`src/rtl/shift_unit_arbiter_pkg.sv`:
```
// shift_unit_arbiter_pkg: shift operation encodings and widths shared by the shift unit arbiter
package shift_unit_arbiter_pkg;
   localparam int SHIFT_W = 16;
   localparam int SHAMT_W = 4;
   localparam logic [1:0] SIG_NOP = 2'b00;
   localparam logic [1:0] SIG_SLL = 2'b01;
   localparam logic [1:0] SIG_SRL = 2'b10;
   localparam logic [1:0] SIG_SRA = 2'b11;
endpackage

```
`src/rtl/shift_unit_arbiter_rr.sv`:
```
// rr_arbiter: combinational one-hot round-robin grant starting the search at ptr
module rr_arbiter #(
   parameter int N = 2,
   parameter int PW = (N > 1) ? $clog2(N) : 1
) (
   input  logic [N-1:0]  req,
   input  logic [PW-1:0] ptr,
   output logic [N-1:0]  grant
);
   always_comb begin
      grant = '0;
      for (int k = 0; k < N; k++) begin
         if (grant == '0 && req[(int'(ptr) + k) % N])
            grant[(int'(ptr) + k) % N] = 1'b1;
      end
   end
endmodule

```
`src/rtl/shift_unit_arbiter_shifter.sv`:
```
// shifter16_4: 16-bit shifter with 4-bit amount, zero-fill logical and sign-fill arithmetic modes
module shifter16_4
   import shift_unit_arbiter_pkg::*;
(
   input  logic [SHIFT_W-1:0] a,
   input  logic [SHAMT_W-1:0] shf,
   input  logic [1:0]         sigs,
   output logic [SHIFT_W-1:0] b
);
   // Computed apart so the unsigned ternary context cannot turn >>> into a logical shift
   logic signed [SHIFT_W-1:0] sra;
   assign sra = $signed(a) >>> shf;
   always_comb
      b = sigs == SIG_SLL ? a << shf :
          sigs == SIG_SRL ? a >> shf :
          sigs == SIG_SRA ? sra      : a;
endmodule

```
`src/rtl/shift_unit_arbiter.sv`:
```
// shift_unit_arbiter: round-robin sharing of one shifter16_4 among NREQ requesters
//  with a registered one-cycle result and per-requester response backpressure
module shift_unit_arbiter
   import shift_unit_arbiter_pkg::*;
#(
   parameter int NREQ = 2
) (
   input  logic                    clk,
   input  logic                    rst_n,
   input  logic [NREQ-1:0]         req_valid,
   output logic [NREQ-1:0]         req_ready,
   input  logic [NREQ*SHIFT_W-1:0] req_a,
   input  logic [NREQ*SHAMT_W-1:0] req_shft,
   input  logic [NREQ*2-1:0]       req_sigs,
   output logic [NREQ-1:0]         rsp_valid,
   input  logic [NREQ-1:0]         rsp_ready,
   output logic [SHIFT_W-1:0]      rsp_data
);
   localparam int W = SHIFT_W;
   localparam int PW = (NREQ > 1) ? $clog2(NREQ) : 1;
   logic [PW-1:0]      ptr, owner, gidx;
   logic [NREQ-1:0]    grant;
   logic [W-1:0]       sel_a, shf_out, result;
   logic [SHAMT_W-1:0] sel_shft;
   logic [1:0]         sel_sigs;
   logic               full, can_issue, accept;
   rr_arbiter #(.N(NREQ), .PW(PW)) u_arb (
      .req   (req_valid),
      .ptr   (ptr),
      .grant (grant)
   );
   assign full      = |rsp_valid;
   assign can_issue = ~full | rsp_ready[owner];
   assign req_ready = grant & {NREQ{can_issue}};
   assign accept    = |req_ready;
   always_comb begin
      sel_a    = '0;
      sel_shft = '0;
      sel_sigs = SIG_NOP;
      gidx     = '0;
      for (int i = 0; i < NREQ; i++) begin
         if (grant[i]) begin
            sel_a    = req_a[i*W +: W];
            sel_shft = req_shft[i*SHAMT_W +: SHAMT_W];
            sel_sigs = req_sigs[i*2 +: 2];
            gidx     = PW'(i);
         end
      end
   end
   shifter16_4 u_shift (
      .a    (sel_a),
      .shf  (sel_shft),
      .sigs (sel_sigs),
      .b    (shf_out)
   );
   assign result = sel_sigs == SIG_NOP ? sel_a : shf_out;
   // A drain without a refill clears valid but leaves the last data on the bus
   always_ff @(posedge clk or negedge rst_n) begin
      if (!rst_n) begin
         rsp_valid <= '0;
         rsp_data  <= '0;
         owner     <= '0;
         ptr       <= '0;
      end else if (accept) begin
         rsp_valid <= grant;
         rsp_data  <= result;
         owner     <= gidx;
         ptr       <= gidx == PW'(NREQ - 1) ? '0 : gidx + 1'b1;
      end else if (full && rsp_ready[owner]) begin
         rsp_valid <= '0;
      end
   end
endmodule
```
`config.mk`:
```
export PLATFORM = sky130hd
export DESIGN_NAME = shift_unit_arbiter
export DESIGN_NICKNAME = d
export VERILOG_FILES = /design/src/rtl/shift_unit_arbiter_pkg.sv /design/src/rtl/shift_unit_arbiter_rr.sv /design/src/rtl/shift_unit_arbiter_shifter.sv /design/src/rtl/shift_unit_arbiter.sv
export SDC_FILE = /design/constraint.sdc
export NUM_CORES = 1
export LEC_CHECK = 0
export CORE_ASPECT_RATIO = 0.9
export CORE_UTILIZATION = 45
export DETAILED_ROUTE_END_ITERATION = 6
export GPL_TIMING_DRIVEN = 0
export PLACE_DENSITY_LB_ADDON = 0.1
export SYNTH_ARGS = -nofsm -noshare
export SYNTH_HDL_FRONTEND = slang
export SYNTH_SLANG_ARGS = --single-unit
```
`constraint.sdc`:
```
create_clock -name clk -period 2.2 [get_ports clk]
set_input_delay 0.44 -clock clk [delete_from_list [all_inputs] [get_ports clk]]
set_output_delay 0.44 -clock clk [all_outputs]
set_load 0.1 [all_outputs]
```
==> results of run 1 <==
==> routing by layer <==
metal	overflow	track usage, %
met1	1	78.7
met2	4	89.8
met3	0	70.9
met4	14	71.3
met5	0	30.6
==> through the flow <==
| stage | worst slack, ns | hold WS, ns | util [%] | cell area [um^2] |
|---|---|---|---|---|
| 3_5_place_dp | -1.26 | 0.502 | 59.8 | 3680 |
| 4_1_cts | -0.113 | 0.522 | 80.4 | 4940 |
| 3_3_place_gp | -1.19 | 0.493 | 59.8 | 3680 |
| 2_1_floorplan | 0.0227 | 0.144 | - | 2890 |
==> kinds of logic after synthesis <==
logic type | share of synthesized area [%]
buffers and inverters | 8.43
flip-flops | 17.4
AND/OR/NAND/NOR | 22.2
AO/OA/AOI/OAI | 36.1
multiplexers | 16.0
==> repair_timing <==
action / CTS
resized for setup: 171
pin swaps: 36
setup endpoints to repair: 25
endpoints found under the hold margin: 0
cloned: 3
buffers inserted: 46
==> impl_metrics.json, run 1 <==
{
  "synth-edff-count": 0,
  "grt_overflow_total": 19,
  "ys_ff_latch": 20,
  "port_buffers": 68,
  "status": "did not finish",
  "syn_nets": 425,
  "lastStage": "global routing",
  "hold_buffers": 0,
  "grt_max_degree": 21,
  "place_hpwl_um": 9460,
  "worst_path_end_type": "sequential cell input",
  "place.gp.congestion": 1.00,
  "synth_area_leaders": "dfrtp_1 (17%), mux2i_1 (14%), nor2_1 (8.2%)",
  "yosys-top-cells-count": "nor2_1 (63), nand2_1 (43), mux2i_1 (41)",
  "numPlacedInstances": 530,
  "fp-row-count": 27,
  "synth_cell_types": 45,
  "numClockSinks": 20,
  "htree_num_levels": 1,
  "yosysWarnings": 0,
  "syn_inst": 375,
  "synth-seq-area-share_pct": 17.4,
  "yosysTopAreaCellShare_pct": 17.4,
  "clockBufferDepth": 2,
  "ioPinCount": 70,
  "post-synth-top-count-cell": "nor2_1",
  "clock-root-buffer": "clkbuf_8",
  "synth.avg_cell_area_um2": 7.68,
  "async_flop_share_pct": 100,
  "die_w_um": 86.3,
  "synth_area_leader_cell": "dfrtp_1",
  "ys.flop_type": "dfrtp_1",
  "initial_utilization_pct": 46.8,
  "grt_usage_pct": 77.9,
  "die_y_um": 77.9,
  "worst_endpoint": "rsp_data[2]$_DFFE_PN0N_/D",
  "cts_buffers": 3,
  "tool.error": "[ERROR GRT-0232] Routing congestion too high. Check the congestion heatmap in the GUI.",
  "syn_area_mm2": 0.00288
}
==> run 2: changes to the inputs <==
- CORE_ASPECT_RATIO: 0.9 -> unset
- CORE_UTILIZATION: 45 -> 30
- PLACE_DENSITY_LB_ADDON: 0.1 -> 0.15
- clock period: 2.2 -> 2.86 ns (I/O delays scaled with it)
==> run 2 against run 1 <==
Compared with the run above:
- the run now ends clean
- synthesized cell count is the same
- synthesized area stayed put
==> impl_metrics.json, run 2 <==
{
  "synth-seq-area-share_pct": 17.4,
  "clock-root-buffer": "clkbuf_8",
  "place_hpwl_um": 10100,
  "max_freq_mhz": 364,
  "maxCapViolCount": 0,
  "vias_per_cell": 6.31,
  "final-setup-viol-count": 0,
  "grt_usage_pct": 27.2,
  "syn2layout_area_growth_pct": 39.7,
  "drtIter0Drc": 477,
  "largest_register_ffs": 16,
  "die_w_um": 100,
  "worst_skew_pair.late_latency_ns": 0.26,
  "port_buffers": 68,
  "critPathKind": "in2reg",
  "grt_pass1_wl_um": 20500,
  "finClkSkew_ns": 0.00111,
  "synth.avg_cell_area_um2": 7.68,
  "crit_path_max_fanout": 10,
  "detail_route.wl_per_cell_um": 23.4,
  "holdWs_ns": 0.515,
  "place.gp.congestion": 0.981,
  "yosysWarnings": 0,
  "ant_nets": 0,
  "reg_top3": "rsp_data (16), rsp_valid (2)",
  "wirelength_um": 13500,
  "syn_inst": 375,
  "antenna_found_initial": 0,
  "initial_utilization_pct": 31.0,
  "mostFrequentLayoutCells": "clkdlybuf4s50_1 (65), nor2_1 (63), nand2_1 (43), mux2i_1 (38), a21oi_1 (23)",
  "synth_area_leaders": "dfrtp_1 (17%), mux2i_1 (14%), nor2_1 (8.2%)",
  "clkPwrFrac_pct": 4.7,
  "post-synth-top-count-cell": "nor2_1",
  "drive_gt1_share_pct": 18.0,
  "power.density_mw_per_mm2": 967,
  "cp-end-kind": "register",
  "synth_cell_types": 45,
  "num_antenna_cells": 0,
  "p_sw_share_pct": 63.0,
  "ioPinCount": 70,
  "final_nets": 501,
  "syn_nets": 425,
  "yosys-top-cells-count": "nor2_1 (63), nand2_1 (43), mux2i_1 (41)",
  "htree_num_levels": 1,
  "combPwrFrac_pct": 81.9,
  "grt_max_degree": 21,
  "seqPwrFrac_pct": 13.4,
  "dieArea_mm2": 0.0100,
  "switching_power_w": 0.00245,
  "layout_commonest_cell": "clkdlybuf4s50_1",
  "fin_util_pct": 43.3,
  "syn_area_mm2": 0.00288,
  "drcViolationCount": 0,
  "slowest_stage": "a32oi_2",
  "yosysTopAreaCellShare_pct": 17.4,
  "setup_tns_ns": 0,
  "numClockSinks": 20,
  "worstPathRequired_ns": 3.00,
  "cts_tree": "done",
  "clk_pin_slew_ns": 0.07,
  "drv_slew": 0,
  "fin_crit_sh_pct": 96.1,
  "synth_area_leader_cell": "dfrtp_1",
  "grt_overflow_total": 0,
  "drt-pass1-iter-count": 5,
  "rsz0062_at_grt": "no",
  "vdd_ir_drop_max_uv": 521,
  "num_vias": 3645,
  "async_flop_share_pct": 100,
  "die_y_um": 100,
  "crit_buf_inv": 2,
  "worstHoldPathType": "reg2reg",
  "cp-start-kind": "input port",
  "finalPower_w": 0.00389,
  "fp.coreArea_mm2": 0.00928,
  "status": "completed",
  "crit_chain": "dlygate4sd2_1 > a21boi_4 > buf_6 > a32oi_2 > mux2i_1 > a22o_1 > a21o_1 > a311oi_1 > a21oi_1",
  "cts_buffers": 3,
  "crit_arrival_ns": 2.88,
  "ys_ff_latch": 20,
  "ys.flop_type": "dfrtp_1",
  "critPathMaxStageDelay_ns": 0.52,
  "clockBufferDepth": 2,
  "leakagePower_nw": 1.48,
  "min_period_ns": 2.75,
  "cp_top_family": "compound AO/OA/AOI/OAI gates",
  "tightest_slew_ns": 0.980,
  "regMostFlops": "rsp_data",
  "intPower_w": 0.00144,
  "synth-edff-count": 0,
  "fp-row-count": 35,
  "finalHoldViolations": 0,
  "hold_buffers": 0,
  "slew_headroom_pct": 34.5,
  "grt_pass1_vias": 3545
}
## run 2: worst min-delay path, cell delays in order (launching register included)
cell     delay, ns
dfrtp_1       0.34
nor2_1        0.05
nor2_1        0.08
## run 2: cells by family after synthesis
kind of cell,synth area share [%]
multiplexers,16.0
flip-flops,17.4
buffers and inverters,8.43
AO/OA/AOI/OAI,36.1
AND/OR/NAND/NOR,22.2
## run 2: layer usage
metal / track usage (%) / part of all wire (%) / vias up
met4: 13.6 / 4.8 / 0
li1: - / - / 1594
met5: 0 / 0 / -
met3: 5.08 / 9.0 / 42
met1: 35.4 / 42 / 1743
met2: 43.2 / 44 / 266
## run 2: repair_timing
action,4_1_cts,5_1_grt
pin swaps,3,0
buffers inserted,3,0
gates resized for setup,45,1
endpoints found under the setup margin,18,1
## run 2: layout make-up
type	count	area, um^2
inverter	2	7.51
sequential	20	500
timing repair buffer	71	698
buffer	35	244
clock buffer	3	41.3
fill	990	5260
multi-input combinational	318	2370
tap	129	161
## run 2: through the flow
| step | setup slack, ns | std cells | instance area (um^2) |
|---|---|---|---|
| CTS | 0.184 | 578 | 4020 |
| global route | 0.00253 | 578 | 4020 |
| detailed placement | -1.01 | 572 | 3720 |
| floorplan | 0.283 | 375 | 2880 |
| global placement | -1.05 | 572 | 3720 |
| finish | 0.111 | 578 | 4020 |
## run 2: power groups by stage
stage | sequential [W] | combinational, W | clock, W
after floorplan | 0.00145 | 0.00124 | 0
after global placement | 0.000520 | 0.00302 | 0
after detailed placement | 0.000527 | 0.00300 | 0
after CTS | 0.000524 | 0.00314 | 0.000192
after global routing | 0.000542 | 0.00333 | 0.000206
final | 0.000520 | 0.00319 | 0.000184
## run 2: path summary, 6_finish.rpt
check	startpoint	end	slack (ns)	cells past startpoint
worst min register to register	rsp_data[10]	rsp_data[10]	0.51	2
min in group asynchronous	rst_n	ptr	0.84	1
max in group asynchronous	rst_n	rsp_data[13]	1.45	1
worst max-delay path	req_valid[0]	rsp_data[15]	0.11	9
worst min-delay path	rsp_data[10]	rsp_data[10]	0.51	2
worst max register to register	ptr	rsp_data[4]	0.26	8
Power figures use the tool's default switching activity.
==> run 3: changes to the inputs <==
- ABC_CLOCK_PERIOD_IN_PS: unset -> 2860
- CAP_MARGIN: unset -> 25
- CORE_MARGIN: unset -> 2
==> run 3 against run 2 <==
Compared with the run above:
- non-clock buffer count fell by 1
- register-to-register slack improved by 0.04 ns
- sequential power barely moved
- sequential share of layout area barely moved
- sequential cell count did not move
- clock skew rose by 0.0027 ns
- largest cell class unchanged
==> impl_metrics.json, run 3 (synthesis gave the netlist of run 2 again) <==
{
  "tightest_slew_ns": 0.991,
  "grt-busiest-layer": "met2",
  "grt_usage_pct": 25.6,
  "reg_top3": "rsp_data (16), rsp_valid (2)",
  "fp.coreArea_mm2": 0.00928,
  "max_freq_mhz": 364,
  "cts_tree": "done",
  "worstHoldPathType": "reg2reg",
  "critPathMaxStageDelay_ns": 0.36,
  "crit_chain": "dlygate4sd2_1 > a21boi_2 > buf_6 > a32o_2 > buf_4 > nand2_1 > o22ai_1 > o22ai_1 > a221oi_1 > nor2_1",
  "mostFrequentLayoutCells": "clkdlybuf4s50_1 (65), nor2_1 (61), nand2_1 (43), mux2i_1 (40), a21oi_1 (23)",
  "setup_tns_ns": 0,
  "worstPathRequired_ns": 3.01,
  "num_antenna_cells": 0,
  "clock-root-buffer": "clkbuf_8",
  "cpMostUsedCell": "o22ai_1",
  "fin_crit_sh_pct": 96.0,
  "crit_path_max_fanout": 10,
  "leakagePower_nw": 1.48,
  "status": "completed",
  "place_area_mm2": 0.00372,
  "vdd_ir_drop_max_uv": 477,
  "initial_utilization_pct": 31.0,
  "fp-row-count": 35,
  "detail_route.wl_per_cell_um": 22.7,
  "ant_nets": 0,
  "port_buffers": 68,
  "syn2layout_area_growth_pct": 40.1,
  "grt_pass1_wl_um": 20500,
  "grt_util_met3_pct": 5.06,
  "crit_arrival_ns": 2.89,
  "largest_register_ffs": 16,
  "use_met2_pct": 38.6,
  "die_w_um": 102,
  "slowest_stage": "dlygate4sd2_1",
  "htree_num_levels": 1,
  "final_nets": 500,
  "wirelength_um": 13100,
  "cp-start-kind": "input port",
  "slew_headroom_pct": 33.7,
  "grt_pass1_vias": 3562,
  "ioPinCount": 70,
  "drcViolationCount": 0,
  "drtIter0Drc": 473,
  "power.density_mw_per_mm2": 967,
  "vias_per_cell": 6.22,
  "antenna_found_initial": 0,
  "clockBufferDepth": 2,
  "cts_buffers": 3,
  "clk_pin_slew_ns": 0.07,
  "numClockSinks": 20,
  "layout_commonest_cell": "clkdlybuf4s50_1",
  "place.gp.congestion": 1.02,
  "rsz0062_at_grt": "no",
  "regMostFlops": "rsp_data",
  "hold_buffers": 0,
  "place_hpwl_um": 9820,
  "cp-end-kind": "register",
  "worst_skew_pair.late_latency_ns": 0.26,
  "holdCritStartpoint": "rsp_data[10]",
  "critPathKind": "in2reg",
  "dieArea_mm2": 0.0104,
  "drt-pass1-iter-count": 5,
  "finClkSkew_ns": 0.00382,
  "drive_gt1_share_pct": 17.8,
  "grt_util_met1_pct": 34.7,
  "grt_max_degree": 21,
  "die_y_um": 102,
  "drv_slew": 0,
  "maxCapViolCount": 0,
  "min_period_ns": 2.75,
  "num_vias": 3598,
  "final_cell_area_mm2": 0.00404,
  "final-setup-viol-count": 0,
  "critPathLaunch": "req_valid[0]",
  "finalHoldViolations": 0,
  "timing.rr.start": "ptr",
  "grt_overflow_total": 0
}
[run 3: changes by cell type in the layout (fill, tap and decap cells not counted), moves of 2 or more]
| cell | before | now |
|---|---|---|
| a32oi_4 | 13 | 16 |
| buf_4 | 14 | 11 |
| a32oi_2 | 7 | 5 |
| buf_2 | 15 | 17 |
| mux2i_1 | 38 | 40 |
| mux2i_2 | 4 | 2 |
| nor2_1 | 63 | 61 |
[run 3: cell type report]
cell class	count	area, um^2
Tap cell	129	161
Inverter	2	7.51
Clock buffer	4	55.1
Sequential cell	20	500
Buffer	35	239
Timing Repair Buffer	70	691
Multi-Input combinational cell	318	2380
Fill cell	956	5250
[run 3: worst paths after layout]
| kind | to | slack (ns) | cells after the start |
|---|---|---|---|
| worst min register to register | rsp_data[10] | 0.51 | 2 |
| max in group asynchronous | rsp_data[8] | 1.47 | 1 |
| min in group asynchronous | owner | 0.83 | 1 |
| worst max register to register | rsp_data[2] | 0.30 | 9 |
| worst max-delay path | rsp_data[10] | 0.11 | 10 |
| worst min-delay path | rsp_data[10] | 0.51 | 2 |
[run 3: metrics by stage]
step / util [%] / instances / total power [W] / setup slack, ns / hold slack, ns
floorplan: - / 375 / 0.00269 / 0.283 / 0.276
global placement: 40.1 / 572 / 0.00354 / -0.927 / 0.496
detailed placement: 40.1 / 572 / 0.00350 / -0.913 / 0.500
CTS: 43.3 / 578 / 0.00387 / 0.164 / 0.518
global route: 43.5 / 578 / 0.00409 / 0.00346 / 0.547
finish: 43.5 / 578 / 0.00390 / 0.115 / 0.510
[run 3: report_power, final]
group          total [W]  switching, W  internal (W)
clock           0.000218     0.0000948      0.000123
sequential      0.000518     0.0000901      0.000428
combinational    0.00317       0.00226      0.000909
[run 3: critical path, delay by kind of cell]
kind | cells | cell delay (ns)
compound gates | 5 | 1.33
buf+inv | 3 | 0.84
simple gates | 2 | 0.15
[run 3: layer usage]
layer	share of wire [%]	routed length, um	vias to the layer above
met5	0	0	-
li1	-	-	1599
met2	43	5590	251
met4	5.2	681	0
met1	42	5560	1697
met3	9.9	1300	51
[run 3: repair_timing]
item                       in CTS  in global routing
pin swaps                       2                  0
setup endpoints to repair      18                  2
resized for setup              43                  2
buffers inserted                2                  0
cloned                          0                  0
==> run 4: changes to the inputs <==
- CORE_MARGIN: 2 -> 5
- MAX_ROUTING_LAYER: unset -> met4
==> run 4 against run 3 <==
Compared with the run above:
- non-clock buffer count increased by 4
- global-route usage shrank 1.2 points
- fmax decreased by 1.8%
- largest cell class unchanged
- clock-buffer cell count down 1
- power up 0.20%
- via count rose by 1.8%
- highest routed layer unchanged
- hold slack better by 0.0051 ns
- sequential share of layout area hardly changed
- final cell count up 0.52%
==> impl_metrics.json, run 4 (synthesis gave the netlist of run 2 again) <==
{
  "initial_utilization_pct": 31.0,
  "ant_nets": 0,
  "largest_register_ffs": 16,
  "multi_input_area_mm2": 0.00234,
  "mostFrequentLayoutCells": "clkdlybuf4s50_1 (65), nor2_1 (62), nand2_1 (43), mux2i_1 (40), a21oi_1 (23)",
  "tightest_slew_ns": 0.986,
  "wirelength_um": 14100,
  "numClockSinks": 20,
  "leakagePower_nw": 1.51,
  "final-seq-area_um2": 500,
  "intPower_w": 0.00144,
  "num_vias": 3661,
  "die_y_um": 108,
  "critPathKind": "in2reg",
  "grt_pass1_vias": 3562,
  "finalHoldViolations": 0,
  "detail_route.wl_per_cell_um": 24.2,
  "drcViolationCount": 0,
  "status": "completed",
  "place_area_mm2": 0.00372,
  "finalPower_w": 0.00391,
  "clockBufferDepth": 2,
  "antenna_found_initial": 0,
  "syn2layout_area_growth_pct": 40.2,
  "fin_util_pct": 43.5,
  "worstHoldPathType": "in2async",
  "final_cell_area_mm2": 0.00404,
  "regMostFlops": "rsp_data",
  "slowest_stage": "nor2_2",
  "cp-start-kind": "input port",
  "rsz0062_at_grt": "no",
  "worstPathRequired_ns": 3.04,
  "grt_max_degree": 21,
  "finClkSkew_ns": 0.00269,
  "clock-root-buffer": "clkbuf_8",
  "dieArea_mm2": 0.0117,
  "grt_overflow_total": 0,
  "worst_skew_pair.late_latency_ns": 0.26,
  "htree_num_levels": 1,
  "ioPinCount": 70,
  "dpl_worst_slack_ns": -0.917,
  "drtIter0Drc": 506,
  "drive_gt1_share_pct": 18.6,
  "port_buffers": 68,
  "clk_pin_slew_ns": 0.08,
  "crit_arrival_ns": 2.97,
  "place_hpwl_um": 10400,
  "cpMostUsedCell": "nand2_1",
  "grt_usage_pct": 24.4,
  "final_nets": 504,
  "p_sw_share_pct": 63.2,
  "fp-row-count": 35,
  "crit_buf_inv": 2,
  "cp-end-kind": "register",
  "fp.coreArea_mm2": 0.00928,
  "switching_power_w": 0.00247,
  "cts_buffers": 3,
  "die_w_um": 108,
  "fin_crit_sh_pct": 97.7,
  "num_antenna_cells": 0,
  "cp_top_family": "compound AO/OA/AOI/OAI gates",
  "crit_chain": "dlygate4sd2_1 > a21boi_4 > buf_6 > a32oi_1 > nor2_2 > nand2_1 > o32ai_1 > nand2_1 > a31oi_1",
  "critPathMaxStageDelay_ns": 0.48,
  "drt-pass1-iter-count": 6,
  "clkPwrFrac_pct": 4.9,
  "combPwrFrac_pct": 81.9,
  "vdd_ir_drop_max_uv": 619,
  "seqPwrFrac_pct": 13.2,
  "slew_headroom_pct": 34.1,
  "final-setup-viol-count": 0,
  "n_fill_cell": 989,
  "power.density_mw_per_mm2": 968,
  "place.gp.congestion": 1.06,
  "crit_path_max_fanout": 10,
  "min_period_ns": 2.79,
  "reg_top3": "rsp_data (16), rsp_valid (2)",
  "maxCapViolCount": 0,
  "layout_commonest_cell": "clkdlybuf4s50_1",
  "max_freq_mhz": 358,
  "setup_ws_ns": 0.0655,
  "grt_pass1_wl_um": 21400,
  "vias_per_cell": 6.30,
  "drv_slew": 0,
  "cts_tree": "done"
}
run 4: changes by cell type in the layout (fill, tap and decap cells not counted), sizes merged:
cell / previous run / this run
buf: 36 / 40
clkbuf: 7 / 6
run 4: per-layer routing:
layer	GRT usage (%)	share of wire (%)	vias up
met5	-	0	-
met4	9.47	5.1	0
met3	4.54	9.6	51
met2	35.9	43	259
met1	33.1	43	1750
li1	-	-	1601
run 4: power groups by stage:
stage               Clock (W)  Combinational [W]  Sequential, W
CTS                  0.000196            0.00315       0.000519
floorplan                   0            0.00124        0.00145
global placement            0            0.00303       0.000517
detailed placement          0            0.00301       0.000522
global route         0.000211            0.00333       0.000535
finish               0.000192            0.00320       0.000516
run 4: path summary, 6_finish.rpt:
check                              from      endpoint  slack [ns]  cells after the start
max                        req_valid[0]   rsp_data[8]        0.07                      9
min                               rst_n         owner        0.52                      1
max reg2reg                         ptr   rsp_data[8]        0.24                      8
min reg2reg                rsp_data[14]  rsp_data[14]        0.52                      2
max in group asynchronous         rst_n  rsp_data[13]        1.98                      2
min in group clk           rsp_data[14]  rsp_data[14]        0.52                      2
run 4: stage by stage:
step / TNS (ns) / std cells / hold WS (ns)
2_1_floorplan: 0 / 375 / 0.276
6_report: 0 / 581 / 0.515
3_3_place_gp: -10.83 / 572 / 0.496
3_5_place_dp: -10.49 / 572 / 0.504
4_1_cts: 0 / 580 / 0.521
5_1_grt: 0 / 581 / 0.519
run 4: cell type report:
| cell class | count | share of cell area [%] |
|---|---|---|
| buffer | 35 | 5.92 |
| clock buffer | 3 | 1.02 |
| inverter | 2 | 0.186 |
| multi-input combinational | 318 | 57.8 |
| sequential | 20 | 12.4 |
| tap | 129 | 4.00 |
| timing repair buffer | 74 | 18.6 |
run 4: timing repair:
action,4_1_cts,5_1_grt
gates resized for setup,41,0
endpoints found under the setup margin,18,0
hold buffers,0,0
setup buffers,5,0
